[src/rtl/cb_fetch_if.sv]
// Command-buffer fetch bus: RAM read port plus the segment stream to the rasterizer.
// Segment handshake: a segment transfers on a rising clk edge where seg_valid && seg_ready;
// once raised, seg_valid and seg_x0..seg_y1 stay stable until that transfer, and seg_valid
// never depends combinationally on seg_ready.
interface cb_fetch_if #(
   parameter int ADDR_W = 10,
   parameter int DATA_W = 8
);
   logic [ADDR_W-1:0] mem_addr;
   logic [DATA_W-1:0] mem_q;
   logic              mem_we;
   logic              seg_valid;
   logic              seg_ready;
   logic [DATA_W-1:0] seg_x0, seg_y0, seg_x1, seg_y1;

   modport master (
      output mem_addr, mem_we, seg_valid, seg_x0, seg_y0, seg_x1, seg_y1,
      input  mem_q, seg_ready
   );

   modport slave (
      input  mem_addr, mem_we, seg_valid, seg_x0, seg_y0, seg_x1, seg_y1,
      output mem_q, seg_ready
   );
endinterface

[src/rtl/cb_fetch.sv]
// Command-buffer fetch unit: reads packed (x, y) vertices and streams polyline segments.
// Optional macro CB_FETCH_CLOSE_EN adds a closing segment (V[n-1], V0) for n >= 3.
module cb_fetch #(
   parameter int ADDR_W = 10,
   parameter int DATA_W = 8
) (
   input  logic              clk,
   input  logic              rst_n,
   input  logic              start,
   input  logic [ADDR_W-1:0] base_addr,
   input  logic [ADDR_W-1:0] num_points,
   output logic              busy,
   output logic              done,
   output logic [2:0]        state_dbg,
   cb_fetch_if.master        bus
);
   typedef enum logic [2:0] {IDLE, FA, FB, FC, EMIT, FIN} state_t;

   state_t            state_q, state_d;
   logic [ADDR_W-1:0] addr_q, addr_d, n_q, n_d, cnt_q, cnt_d, mem_addr_q, mem_addr_d;
   logic [DATA_W-1:0] x_q, x_d, prev_x_q, prev_x_d, prev_y_q, prev_y_d;
   logic [DATA_W-1:0] sx0_q, sx0_d, sy0_q, sy0_d, sx1_q, sx1_d, sy1_q, sy1_d;
   logic              valid_q, valid_d, busy_q, busy_d, done_q, done_d;
`ifdef CB_FETCH_CLOSE_EN
   logic [DATA_W-1:0] first_x_q, first_x_d, first_y_q, first_y_d;
   logic              closing_q, closing_d;
`endif

   always_ff @(posedge clk or negedge rst_n) begin
      if (!rst_n) begin
         state_q    <= IDLE;
         addr_q     <= '0;
         n_q        <= '0;
         cnt_q      <= '0;
         mem_addr_q <= '0;
         x_q        <= '0;
         prev_x_q   <= '0;
         prev_y_q   <= '0;
         sx0_q      <= '0;
         sy0_q      <= '0;
         sx1_q      <= '0;
         sy1_q      <= '0;
         valid_q    <= 1'b0;
         busy_q     <= 1'b0;
         done_q     <= 1'b0;
`ifdef CB_FETCH_CLOSE_EN
         first_x_q  <= '0;
         first_y_q  <= '0;
         closing_q  <= 1'b0;
`endif
      end else begin
         state_q    <= state_d;
         addr_q     <= addr_d;
         n_q        <= n_d;
         cnt_q      <= cnt_d;
         mem_addr_q <= mem_addr_d;
         x_q        <= x_d;
         prev_x_q   <= prev_x_d;
         prev_y_q   <= prev_y_d;
         sx0_q      <= sx0_d;
         sy0_q      <= sy0_d;
         sx1_q      <= sx1_d;
         sy1_q      <= sy1_d;
         valid_q    <= valid_d;
         busy_q     <= busy_d;
         done_q     <= done_d;
`ifdef CB_FETCH_CLOSE_EN
         first_x_q  <= first_x_d;
         first_y_q  <= first_y_d;
         closing_q  <= closing_d;
`endif
      end
   end

   always_comb begin
      state_d    = state_q;
      addr_d     = addr_q;
      n_d        = n_q;
      cnt_d      = cnt_q;
      mem_addr_d = mem_addr_q;
      x_d        = x_q;
      prev_x_d   = prev_x_q;
      prev_y_d   = prev_y_q;
      sx0_d      = sx0_q;
      sy0_d      = sy0_q;
      sx1_d      = sx1_q;
      sy1_d      = sy1_q;
      valid_d    = valid_q;
      busy_d     = busy_q;
      done_d     = 1'b0;
`ifdef CB_FETCH_CLOSE_EN
      first_x_d  = first_x_q;
      first_y_d  = first_y_q;
      closing_d  = closing_q;
`endif
      case (state_q)
         IDLE: begin
            // done_q high means this is the completion cycle; start is ignored there.
            if (start && !done_q) begin
               busy_d = 1'b1;
               addr_d = base_addr;
               n_d    = num_points;
               cnt_d  = '0;
`ifdef CB_FETCH_CLOSE_EN
               closing_d = 1'b0;
`endif
               if (num_points < ADDR_W'(2)) begin
                  state_d = FIN;
               end else begin
                  mem_addr_d = base_addr;
                  state_d    = FA;
               end
            end
         end
         FA: begin
            mem_addr_d = addr_q + ADDR_W'(1);
            state_d    = FB;
         end
         FB: begin
            x_d     = bus.mem_q;
            state_d = FC;
         end
         FC: begin
            addr_d = addr_q + ADDR_W'(2);
            cnt_d  = cnt_q + ADDR_W'(1);
            if (cnt_q == '0) begin
               prev_x_d   = x_q;
               prev_y_d   = bus.mem_q;
`ifdef CB_FETCH_CLOSE_EN
               first_x_d  = x_q;
               first_y_d  = bus.mem_q;
`endif
               mem_addr_d = addr_q + ADDR_W'(2);
               state_d    = FA;
            end else begin
               sx0_d   = prev_x_q;
               sy0_d   = prev_y_q;
               sx1_d   = x_q;
               sy1_d   = bus.mem_q;
               valid_d = 1'b1;
               state_d = EMIT;
            end
         end
         EMIT: begin
            if (bus.seg_ready) begin
               prev_x_d = sx1_q;
               prev_y_d = sy1_q;
               valid_d  = 1'b0;
               // cnt_q counts vertices fetched so far; addr_q already points at the next x byte.
               if (cnt_q != n_q) begin
                  mem_addr_d = addr_q;
                  state_d    = FA;
               end else begin
                  state_d = FIN;
               end
`ifdef CB_FETCH_CLOSE_EN
               if (closing_q) begin
                  state_d = FIN;
               end else if (cnt_q == n_q && n_q >= ADDR_W'(3)) begin
                  closing_d = 1'b1;
                  sx0_d     = sx1_q;
                  sy0_d     = sy1_q;
                  sx1_d     = first_x_q;
                  sy1_d     = first_y_q;
                  valid_d   = 1'b1;
                  state_d   = EMIT;
               end
`endif
            end
         end
         FIN: begin
            done_d  = 1'b1;
            busy_d  = 1'b0;
            state_d = IDLE;
         end
         default: state_d = IDLE;
      endcase
   end

   assign busy          = busy_q;
   assign done          = done_q;
   assign state_dbg     = state_q;
   assign bus.mem_addr  = mem_addr_q;
   assign bus.mem_we    = 1'b0;
   assign bus.seg_valid = valid_q;
   assign bus.seg_x0    = sx0_q;
   assign bus.seg_y0    = sy0_q;
   assign bus.seg_x1    = sx1_q;
   assign bus.seg_y1    = sy1_q;
endmodule

[src/flat_wrapper.sv]
// flat-port wrapper written by rule: the top's interface ports become plain ports
module cb_fetch_flat 
#(
   parameter int ADDR_W = 10,
   parameter int DATA_W = 8
)
  (clk, rst_n, start, base_addr, num_points, busy, done, state_dbg, bus_mem_addr, bus_mem_we, bus_seg_valid, bus_seg_x0, bus_seg_y0, bus_seg_x1, bus_seg_y1, bus_mem_q, bus_seg_ready);
  cb_fetch_if #(.ADDR_W(ADDR_W), .DATA_W(DATA_W)) bus_i ();
  input  logic clk;
  input  logic rst_n;
  input  logic start;
  input  logic [ADDR_W-1:0] base_addr;
  input  logic [ADDR_W-1:0] num_points;
  output logic busy;
  output logic done;
  output logic [2:0] state_dbg;
  output wire logic [$bits(bus_i.mem_addr)-1:0] bus_mem_addr;
  output wire logic [$bits(bus_i.mem_we)-1:0] bus_mem_we;
  output wire logic [$bits(bus_i.seg_valid)-1:0] bus_seg_valid;
  output wire logic [$bits(bus_i.seg_x0)-1:0] bus_seg_x0;
  output wire logic [$bits(bus_i.seg_y0)-1:0] bus_seg_y0;
  output wire logic [$bits(bus_i.seg_x1)-1:0] bus_seg_x1;
  output wire logic [$bits(bus_i.seg_y1)-1:0] bus_seg_y1;
  input wire logic [$bits(bus_i.mem_q)-1:0] bus_mem_q;
  input wire logic [$bits(bus_i.seg_ready)-1:0] bus_seg_ready;
  assign bus_mem_addr = bus_i.mem_addr;
  assign bus_mem_we = bus_i.mem_we;
  assign bus_seg_valid = bus_i.seg_valid;
  assign bus_seg_x0 = bus_i.seg_x0;
  assign bus_seg_y0 = bus_i.seg_y0;
  assign bus_seg_x1 = bus_i.seg_x1;
  assign bus_seg_y1 = bus_i.seg_y1;
  assign bus_i.mem_q = bus_mem_q;
  assign bus_i.seg_ready = bus_seg_ready;
  cb_fetch #(.ADDR_W(ADDR_W), .DATA_W(DATA_W)) u_core (.clk(clk), .rst_n(rst_n), .start(start), .base_addr(base_addr), .num_points(num_points), .busy(busy), .done(done), .state_dbg(state_dbg), .bus(bus_i));
endmodule
[config.mk]
export PLATFORM = sky130hd
export DESIGN_NAME = cb_fetch_flat
export DESIGN_NICKNAME = d
export VERILOG_FILES = /design/src/rtl/cb_fetch_if.sv /design/src/rtl/cb_fetch.sv /design/src/flat_wrapper.sv
export SDC_FILE = /design/constraint.sdc
export NUM_CORES = 1
export LEC_CHECK = 0
export CORE_MARGIN = 2
export CORE_UTILIZATION = 55
export CTS_BUF_LIST = sky130_fd_sc_hd__clkbuf_4 sky130_fd_sc_hd__clkbuf_8
export DETAILED_ROUTE_END_ITERATION = 8
export DONT_BUFFER_PORTS = 1
export PLACE_DENSITY = 0.7
export SYNTH_ARGS = -nofsm -noshare
export SYNTH_HDL_FRONTEND = slang
export SYNTH_SLANG_ARGS = --single-unit
export TNS_END_PERCENT = 100
[constraint.sdc]
create_clock -name clk -period 6.3 [get_ports clk]
set_input_delay 1.26 -clock clk [delete_from_list [all_inputs] [get_ports clk]]
set_output_delay 1.26 -clock clk [all_outputs]
set_load 0.03 [all_outputs]
Yosys cells after proc, flatten, opt, wreduce, memory -nomap -nowiden
Index checks and enable logic that the tools add are counted.

Flip-flop bits (word level): 102. Input port bits: 32. Output and inout port bits: 49. Logic and storage cells: 76.

$add $sub $neg: 3. Magnitude comparators: 1. Eq/ne operators: 12. Mux-type cells: 28. Bitwise logic cells: 1. Reductions and logical operators: 16.

Operator list (number): $mux 10 (7); $pmux 10 s2 (2); $pmux 10 s4 (1); $mux 8 (4); $pmux 8 s2 (2); $add 10x1->10 const B (2); $mux 3 (5); $pmux 3 s5 (1); $add 10x2->10 const B (1); $logic_not 10->1 (1); $lt 10x2->1 const B (1); $ne 10x10->1 (1); $reduce_and 2->1 (5); $eq 3x2->1 const B (2); $eq 3x3->1 const B (2); $ne 2x1->1 const B (3); $ne 2x2->1 const B (3); $reduce_and 3->1 (2); $reduce_and 6->1 (1); $reduce_bool 2->1 (3); $mux 1 (4); $pmux 1 s2 (2); $reduce_bool 4->1 (1); $eq 3x1->1 const B (1); other kinds (4) (4).

Depth between registers and ports, before layout
Gate-level depths: netlist of the first run.

Word-level depth: 4. Mapped depth: 8. Gate-level depth less buffers: 6.

Worst setup path before layout of the first run
Ideal clock, no wire load.

Path kind: input to register. Start point: input start. End point: register u_core.mem_addr_q[0], in the netlist u_core.bus.mem_addr[0]. Library setup time: 125 ps. Arrival time: 2428 ps. Data required time: 6175 ps. Path slack: 3747 ps. Stages: 4. Cell sequence: nand2b_1 > o311a_1 > nor3_4 > mux2_2.

Word-level cells in the longest chain between the ends: 3.

Ends and longest elaborated chain: start: declaration (line flat_wrapper.sv:11) `input logic start;`; $logic_and 1x1->1 (line cb_fetch.sv:99) `if (start && !done_q) begin`; $ne 2x1->1 (no line); $reduce_and 6->1 (no line); end signal: assignment (line cb_fetch.sv:56) `mem_addr_q <= mem_addr_d;`; end: declaration (line cb_fetch.sv:20) `logic [ADDR_W-1:0] addr_q, addr_d, n_q, n_d, cnt_q, cnt_d, mem_addr_q, mem_addr_d;`.

No other way between the ends. A chain may end at the register's enable or synchronous reset.

Final worst setup path of the first run
Start point: register u_core.state_q[1], in the netlist u_core.state_dbg[1]. End point: register u_core.mem_addr_q[1], in the netlist u_core.bus.mem_addr[1].

Word-level cells in the longest chain between the ends: 3. Elaborated cells on any way between the ends: 12.

Ends and longest elaborated chain: start: declaration (line cb_fetch.sv:19) `state_t state_q, state_d;`; start signal: assignment (line cb_fetch.sv:52) `state_q <= state_d;`; $eq 3x3->1, or another cell as far along (line cb_fetch.sv:96) `case (state_q)`; $ne 2x1->1 (no line), or another cell as far along; $reduce_and 6->1 (no line).

Parallel ways exist; a longest one is shown, timed or not.

==> results of run 1 <==
-- worst paths after layout --
check	depth (start not counted)	end
worst max register to register	6	u_core.bus.mem_addr[1]$_DFFE_PN0P_
max in group asynchronous	0	u_core.bus.mem_addr[0]$_DFFE_PN0P_
worst max-delay path	6	u_core.bus.mem_addr[1]$_DFFE_PN0P_
min in group asynchronous	0	u_core.addr_q[3]$_DFFE_PN0P_
worst min register to register	2	u_core.n_q[3]$_DFFE_PN0P_
worst min-delay path	2	u_core.n_q[3]$_DFFE_PN0P_
-- kinds of logic after synthesis --
logic type	count (synthesis)	share of synthesized area
buffers and inverters	38	0.0311
DFF	102	0.508
and+or+nand+nor	155	0.145
other	1	0.000746
adders and majority gates	4	0.00996
xor gates and xnor gates	19	0.0331
muxes	68	0.148
AOI/OAI and AO/OA	96	0.124
-- state kept, by name, summed over array words and instances (netlist names) --
signal	count
u_core.state_dbg	3
u_core.bus.seg_x0	8
u_core.prev_x_q	8
u_core.bus.seg_y1	8
u_core.done	1
u_core.bus.seg_y0	8
u_core.addr_q	10
u_core.busy	1
u_core.bus.seg_x1	8
u_core.n_q	10
u_core.bus.mem_addr	10
u_core.cnt_q	10
u_core.x_q	8
u_core.prev_y_q	8
u_core.bus.seg_valid	1
-- stage by stage --
stage	total power (µW)	utilization	area, µm²	std cells
6_report	3190	0.600	5290	582
3_5_place_dp	2790	0.577	5080	566
2_1_floorplan	2500	-	5030	483
5_1_grt	3420	0.600	5290	582
4_1_cts	3210	0.600	5290	582
3_3_place_gp	2750	0.577	5080	566
-- per-layer routing --
layer / up-vias / track usage
li1: 1691 / -
met1: 1826 / 0.298
met2: 118 / 0.395
met3: 18 / 0.0759
met4: 0 / 0.0864
met5: - / 0
-- worst register-to-register path, delay by kind of cell, from the launching register on --
kind	cells	cell delay, ns
flip-flops	1	1.07
AO/OA/AOI/OAI	2	1.04
AND/OR/NAND/NOR	2	0.88
buffers and inverters	1	0.38
multiplexers	1	0.31
-- final cells by class --
cell class | count | share of cell area
Clock buffer | 10 | 0.0260
Inverter | 7 | 0.00497
Clock inverter | 6 | 0.0118
Timing Repair Buffer | 6 | 0.00852
Multi-Input combinational cell | 343 | 0.440
Tap cell | 108 | 0.0256
Sequential cell | 102 | 0.483
-- power groups by stage --
stage | Clock [µW] | Combinational, µW | Sequential (µW)
final | 416 | 1210 | 1570
after CTS | 428 | 1220 | 1570
after global placement | 0 | 1170 | 1570
after global routing | 452 | 1350 | 1620
after detailed placement | 0 | 1210 | 1580
after floorplan | 0 | 1060 | 1440
-- cell usage in the layout (no fill, tap or decap), drive strengths merged, types with 3 or more instances in the layout --
cell,Yosys,final
a21oi,32,32
a221o,3,3
a22o,4,4
a22oi,3,3
a31oi,3,3
and3,4,4
buf,9,6
clkbuf,22,10
clkinv,1,3
dfrtp,102,102
ha,4,4
inv,6,10
mux2,49,49
mux2i,19,19
nand2,59,59
nand2b,3,3
nand3,12,12
nand3b,3,3
nand4,8,8
nor2,46,46
nor3,5,5
nor4,6,6
o211ai,4,4
o21ai,21,21
o22ai,10,10
xnor2,15,15
xor2,4,4
==> impl_metrics.ini, run 1 <==
[status]
status = finished clean

[timing]
fin_setup_tns_ns = 0
worst_hold_slack_ns = 0.509
timing.final.crit_share = 0.601
slew_headroom = 0.273
fmax_mhz = 264
hold_viol = 0
period_needed_ns = 3.79
rsz0062_at_grt = no
setup_violations = 0
tightestPinTransition_ns = 1.09
clock-skew-final_ns = 0.0130
maxSlewViolCount = 0
setup_slack_ns = 2.51

[setup_path]
arrival_ns = 4.05
reg2reg_slack_ns = 2.51
crit_fanout = 25
crit_path_top_delay_cell = dfrtp_1
endpoint_kind = register
critPathMaxStageDelay_ns = 1.07
crit_start = u_core.state_dbg[1]$_DFFE_PN0P_
worstReg2RegStart = u_core.state_dbg[1]$_DFFE_PN0P_
cp.buffers_inverters = 1
critPathLaunchType = register
critical_path.top_delay_family = flip-flops
crit_chain = nand3b_1 > a41oi_4 > buf_4 > a41o_1 > nor3_4 > mux2_2
worstSetupPathType = register to register
critPathRequiredTime_ns = 6.56

[synthesis]
synthFlopType = dfrtp_1
ys_warn_count = 0
yosys.area.top_type = dfrtp_1
syn_nets = 519
synth_area_leaders = dfrtp_1 51%, mux2_2 11%, nand2_1 4.4%, mux2i_1 3.8%, nor2_1 3.4%
synth-seq-cells = 102
syn-mean-instance-area_um2 = 10.4
synthTopCellsByCount = 102 x dfrtp_1, 59 x nand2_1, 49 x mux2_2
yosysTopAreaCellShare = 0.508
synthArstFlopShare = 1.00
synth_cell_types = 56
synth_edf_count = 0
synth.most_common_cell = dfrtp_1
synth_area_um2 = 5030
synthCells = 483
seq_area_frac_synth = 0.508

[power]
p_leak_uw = 0.00213
peakVddDrop_v = 0.000273
p_per_area_nw_per_um2 = 604
pwr-share-comb = 0.379
swShare = 0.465
p_sw_uw = 1490
p_seq_frac = 0.491
p_int_uw = 1710
p_clk_frac = 0.130

[cts]
cts-root-buf = clkbuf_8
cts_buffers = 9
cts_buffer_depth = 2
clk_latency_ns = 0.38
path_clk_slew_ns = 0.10
numClockSinks = 102
cts_hold_buffers = 0
cts_resized = 0
cts_tree = done
h-tree-depth = 3
cts_setup_buffers = 0

[cells_and_area]
multi_input_area_um2 = 2330
regArea_um2 = 2550
antenna_cells = 0
syn2layout_area_growth_pct = 5.15
fillers = 742
nets = 505
drive_above_1_share = 0.169

[global_routing]
grt_pass1_wl_um = 18700
overflow = 0
grtUsageTotal = 0.239
grt_max_degree = 103
antenna_found_initial = 0
grt_pass1_vias = 3739

[floorplanning]
die_y_um = 99.6
top_level_ports = 81
start_util = 0.571
dieArea_um2 = 9920
num_rows = 34
core_area_um2 = 8810
chipWidth_um = 99.6

[job]
cap_viol_max_count = 0

[route]
drc = 0
wl_met2_um = 5590
drt_iter0_markers = 259
dr_total_vias = 3653
final_antenna_net_count = 0
m1WireLength_um = 4510
viasPerCell = 6.28
wl_um = 11200
wl_met3_um = 891
top_layer_used = met4
wire_per_inst_um = 19.2
first_pass_iters = 5

[placed_design]
gp_congestion = 0.893
place_hpwl_um = 7610
port_buffers = 0
pre_cts_ws_ns = 2.55

[hold_path]
hold_start = u_core.n_q[3]$_DFFE_PN0P_
hold_class = register to register
Power figures use the tool's default switching activity.
==> run 2, diff against run 1 <==
Settings changed: PLACE_DENSITY 0.7 to 0.73.
Clock period 6.3 ns to 3.4 ns, I/O delays scaled along.
==> impl_metrics.ini, run 2 (synthesized netlist as in run 1, its figures left out) <==
[status]
status = finished clean

[global_routing]
grt_max_degree = 95
grtUsageTotal = 0.242
grt_pass1_wl_um = 18900
overflow = 0
antenna_found_initial = 0
grt_pass1_vias = 3732

[floorplanning]
start_util = 0.571
core_area_um2 = 8810
die_y_um = 99.6
top_level_ports = 81
num_rows = 34
dieArea_um2 = 9920
chipWidth_um = 99.6

[timing]
setup_slack_ns = 0.877
tightestPinTransition_ns = 0.650
fmax_mhz = 396
period_needed_ns = 2.52
maxSlewViolCount = 0
setup_violations = 0
rsz0062_at_grt = no
fin_setup_tns_ns = 0
hold_viol = 0
timing.final.crit_share = 0.742
clock-skew-final_ns = 0.0153
slew_headroom = 0.563

[cells_and_area]
syn2layout_area_growth_pct = 6.60
drive_above_1_share = 0.177
finalInstanceArea_um2 = 5360
antenna_cells = 0
nets = 511
layout_common_cells = 102 x dfrtp_1, 59 x nand2_1, 49 x mux2_2, 46 x nor2_1, 32 x a21oi_1
layout_commonest_cell = dfrtp_1

[setup_path]
crit_path_top_delay_cell = dfrtp_1
endpoint_kind = register
critical_path.top_delay_family = simple AND/OR/NAND/NOR gates
critPathLaunchType = register
crit_chain = nor3b_2 > buf_4 > nand4_1 > nor3_1 > nor3_4 > mux2_2
crit_cells = 6
crit_fanout = 22
arrival_ns = 2.79
critPathMaxStageDelay_ns = 0.74
worstSetupPathType = register to register
reg2reg_slack_ns = 0.88
cp.buffers_inverters = 1
r2r_cells = 6
critPathRequiredTime_ns = 3.66

[route]
drc = 0
dr_total_vias = 3644
first_pass_iters = 5
viasPerCell = 6.20
wire_per_inst_um = 19.1
drt_iter0_markers = 194
final_antenna_net_count = 0
wl_um = 11200

[placed_design]
gp_congestion = 0.916
place_hpwl_um = 7700
pre_cts_ws_ns = 0.892
port_buffers = 0
place_area_um2 = 5110

[cts]
cts_buffer_depth = 2
cts_setup_buffers = 0
cts_buffers = 9
numClockSinks = 102
cts_resized = 0
h-tree-depth = 3
cts-root-buf = clkbuf_8
path_clk_slew_ns = 0.11
cts_tree = done
clk_latency_ns = 0.37
cts_hold_buffers = 2

[hold_path]
hold_class = input port to async pin

[job]
cap_viol_max_count = 0

[power]
p_leak_uw = 0.00217
p_per_area_nw_per_um2 = 1120
peakVddDrop_v = 0.000598
run 2: report_power, final:
group	total (µW)	switching, µW	internal (µW)
Sequential	2880	1100	1770
Combinational	2350	1240	1120
Clock	765	460	305
run 2: cell type report:
cell class | count | area (µm²)
sequential | 102 | 2550
inverter | 7 | 26.3
timing repair buffer | 12 | 113
fill | 739 | 3450
clock buffer | 10 | 138
multi-input combinational | 343 | 2330
clock inverter | 6 | 67.6
tap | 108 | 135
run 2: routing by layer:
| layer | vias to the layer above | GRT usage | part of all wire |
|---|---|---|---|
| met3 | 20 | 0.0703 | 0.087 |
| met1 | 1789 | 0.313 | 0.41 |
| met2 | 132 | 0.389 | 0.49 |
| met4 | 0 | 0.0875 | 0.017 |
| li1 | 1703 | - | - |
| met5 | - | 0 | 0 |
run 2: metrics by stage:
stage | instances | hold WS (ns) | total power [µW] | utilization
floorplan | 483 | 0.384 | 4630 | -
global placement | 570 | 0.389 | 5130 | 0.581
detailed placement | 570 | 0.389 | 5240 | 0.581
CTS | 588 | 0.233 | 6020 | 0.608
global route | 588 | 0.244 | 6420 | 0.608
finish | 588 | 0.198 | 6000 | 0.608
run 2: worst paths after layout:
check / start / end
setup / recovery: u_core.state_dbg[2]$_DFFE_PN0P_ / u_core.bus.mem_addr[5]$_DFFE_PN0P_
hold / removal: rst_n / u_core.addr_q[5]$_DFFE_PN0P_
setup reg to reg: u_core.state_dbg[2]$_DFFE_PN0P_ / u_core.bus.mem_addr[5]$_DFFE_PN0P_
hold reg to reg: u_core.prev_y_q[7]$_DFFE_PN0P_ / u_core.bus.seg_y0[7]$_DFFE_PN0P_
max in group asynchronous: rst_n / u_core.bus.seg_y1[7]$_DFFE_PN0P_
min in group clk: base_addr[0] / u_core.addr_q[0]$_DFFE_PN0P_
==> run 3, diff against run 2 <==
Settings changed: PLACE_DENSITY 0.73 to 0.7.
Clock period 3.4 ns to 2.48 ns, I/O delays scaled along.
==> impl_metrics.ini, run 3 (synthesized netlist as in run 1, its figures left out) <==
[floorplanning]
chipWidth_um = 99.6
start_util = 0.571
num_rows = 34
die_y_um = 99.6
core_area_um2 = 8810
dieArea_um2 = 9920
top_level_ports = 81

[setup_path]
crit_chain = nor4_4 > a41oi_4 > a41o_1 > nor3_4 > mux2_2
critPathMaxStageDelay_ns = 0.48
crit_fanout = 10
worstSetupPathType = register to register
critical_path.top_delay_family = simple AND/OR/NAND/NOR gates
critPathLaunchType = register
critPathRequiredTime_ns = 2.74
reg2reg_slack_ns = 0.23
r2r_cells = 5
cp.buffers_inverters = 0
endpoint_kind = register
worstReg2RegStart = u_core.cnt_q[4]$_DFFE_PN0P_
worst_r2r_endpoint = u_core.bus.mem_addr[9]$_DFFE_PN0P_
crit_path_top_delay_cell = dfrtp_1
arrival_ns = 2.51
crit_cells = 5

[cells_and_area]
nets = 513
layout_common_cells = 102 x dfrtp_1, 59 x nand2_1, 49 x mux2_2, 46 x nor2_1, 32 x a21oi_1
layout_commonest_cell = dfrtp_1
drive_above_1_share = 0.183
multi_input_area_um2 = 2330
fillers = 728
regArea_um2 = 2550
syn2layout_area_growth_pct = 6.12
antenna_cells = 0

[cts]
cts_tree = done
cts_resized = 0
cts_buffers = 9
path_clk_slew_ns = 0.11
numClockSinks = 102
clk_latency_ns = 0.38
cts-root-buf = clkbuf_8
cts_setup_buffers = 0
cts_buffer_depth = 2
h-tree-depth = 3

[status]
status = finished, violations left
violations = hold timing

[power]
p_leak_uw = 0.00217
p_per_area_nw_per_um2 = 1550
peakVddDrop_v = 0.000890

[timing]
hold_viol = 102
timing.final.crit_share = 0.906
fin_setup_tns_ns = 0
worst_hold_slack_ns = -0.196
setup_slack_ns = 0.232
rsz0062_at_grt = no
tightestPinTransition_ns = 0.601
setup_violations = 0
maxSlewViolCount = 0
period_needed_ns = 2.25
clock-skew-final_ns = 0.0109
slew_headroom = 0.596
fmax_mhz = 445

[global_routing]
antenna_found_initial = 0
grt_max_degree = 103
grt_pass1_wl_um = 18700
grtUsageTotal = 0.240
overflow = 0
grt_pass1_vias = 3621

[placed_design]
port_buffers = 0
place_hpwl_um = 7850
gp_congestion = 0.905
pre_cts_ws_ns = 0.245

[job]
cap_viol_max_count = 0

[route]
viasPerCell = 6.17
wire_per_inst_um = 19.5
drc = 0
wl_um = 11500
first_pass_iters = 5
final_antenna_net_count = 0
drt_iter0_markers = 232
dr_total_vias = 3639

[hold_path]
hold_class = input port to async pin
==> run 3: worst max path at each step <==
stage                                              end  slack (ns)                       startpoint
detailed placement  u_core.bus.mem_addr[9]$_DFFE_PN0P_        0.24      u_core.cnt_q[4]$_DFFE_PN0P_
global placement    u_core.bus.mem_addr[9]$_DFFE_PN0P_        0.29      u_core.cnt_q[4]$_DFFE_PN0P_
global route        u_core.bus.mem_addr[3]$_DFFE_PN0P_        0.11      u_core.cnt_q[4]$_DFFE_PN0P_
CTS                 u_core.bus.mem_addr[9]$_DFFE_PN0P_        0.22      u_core.cnt_q[4]$_DFFE_PN0P_
finish              u_core.bus.mem_addr[9]$_DFFE_PN0P_        0.23      u_core.cnt_q[4]$_DFFE_PN0P_
floorplan           u_core.bus.mem_addr[0]$_DFFE_PN0P_        0.21  u_core.state_dbg[2]$_DFFE_PN0P_
==> run 3: final cells by class <==
class,instances,area share
repair buffers,14,0.0197
clock buffers,10,0.0246
multi-input cells,343,0.436
well taps,108,0.0253
inverters,7,0.00493
clock inverters,6,0.0108
flip-flops and latches,102,0.479
==> run 3: power breakdown <==
group / switching [µW] / internal [µW] / leakage [µW]
logic: 1790 / 1560 / 0.000875
registers: 1420 / 2440 / 0.00119
clock network: 630 / 406 / 0.0000995
total: 3840 / 4410 / 0.00217
==> run 3: per-stage QoR <==
stage                     cells  power [µW]  cell area (µm²)   util
final                       590        8250             5330  0.606
after global routing        590        8800             5330  0.606
after CTS                   590        8280             5330  0.606
after detailed placement    574        7240             5140  0.584
after global placement      574        7090             5140  0.584
after floorplan             483        6340             5030      -
==> run 3: per-layer routing <==
| metal | part of all wire | vias to the layer above | track usage |
|---|---|---|---|
| met3 | 0.074 | 13 | 0.0668 |
| met4 | 0.013 | 0 | 0.0653 |
| li1 | - | 1704 | - |
| met1 | 0.43 | 1804 | 0.331 |
| met2 | 0.48 | 118 | 0.377 |
| met5 | 0 | - | 0 |
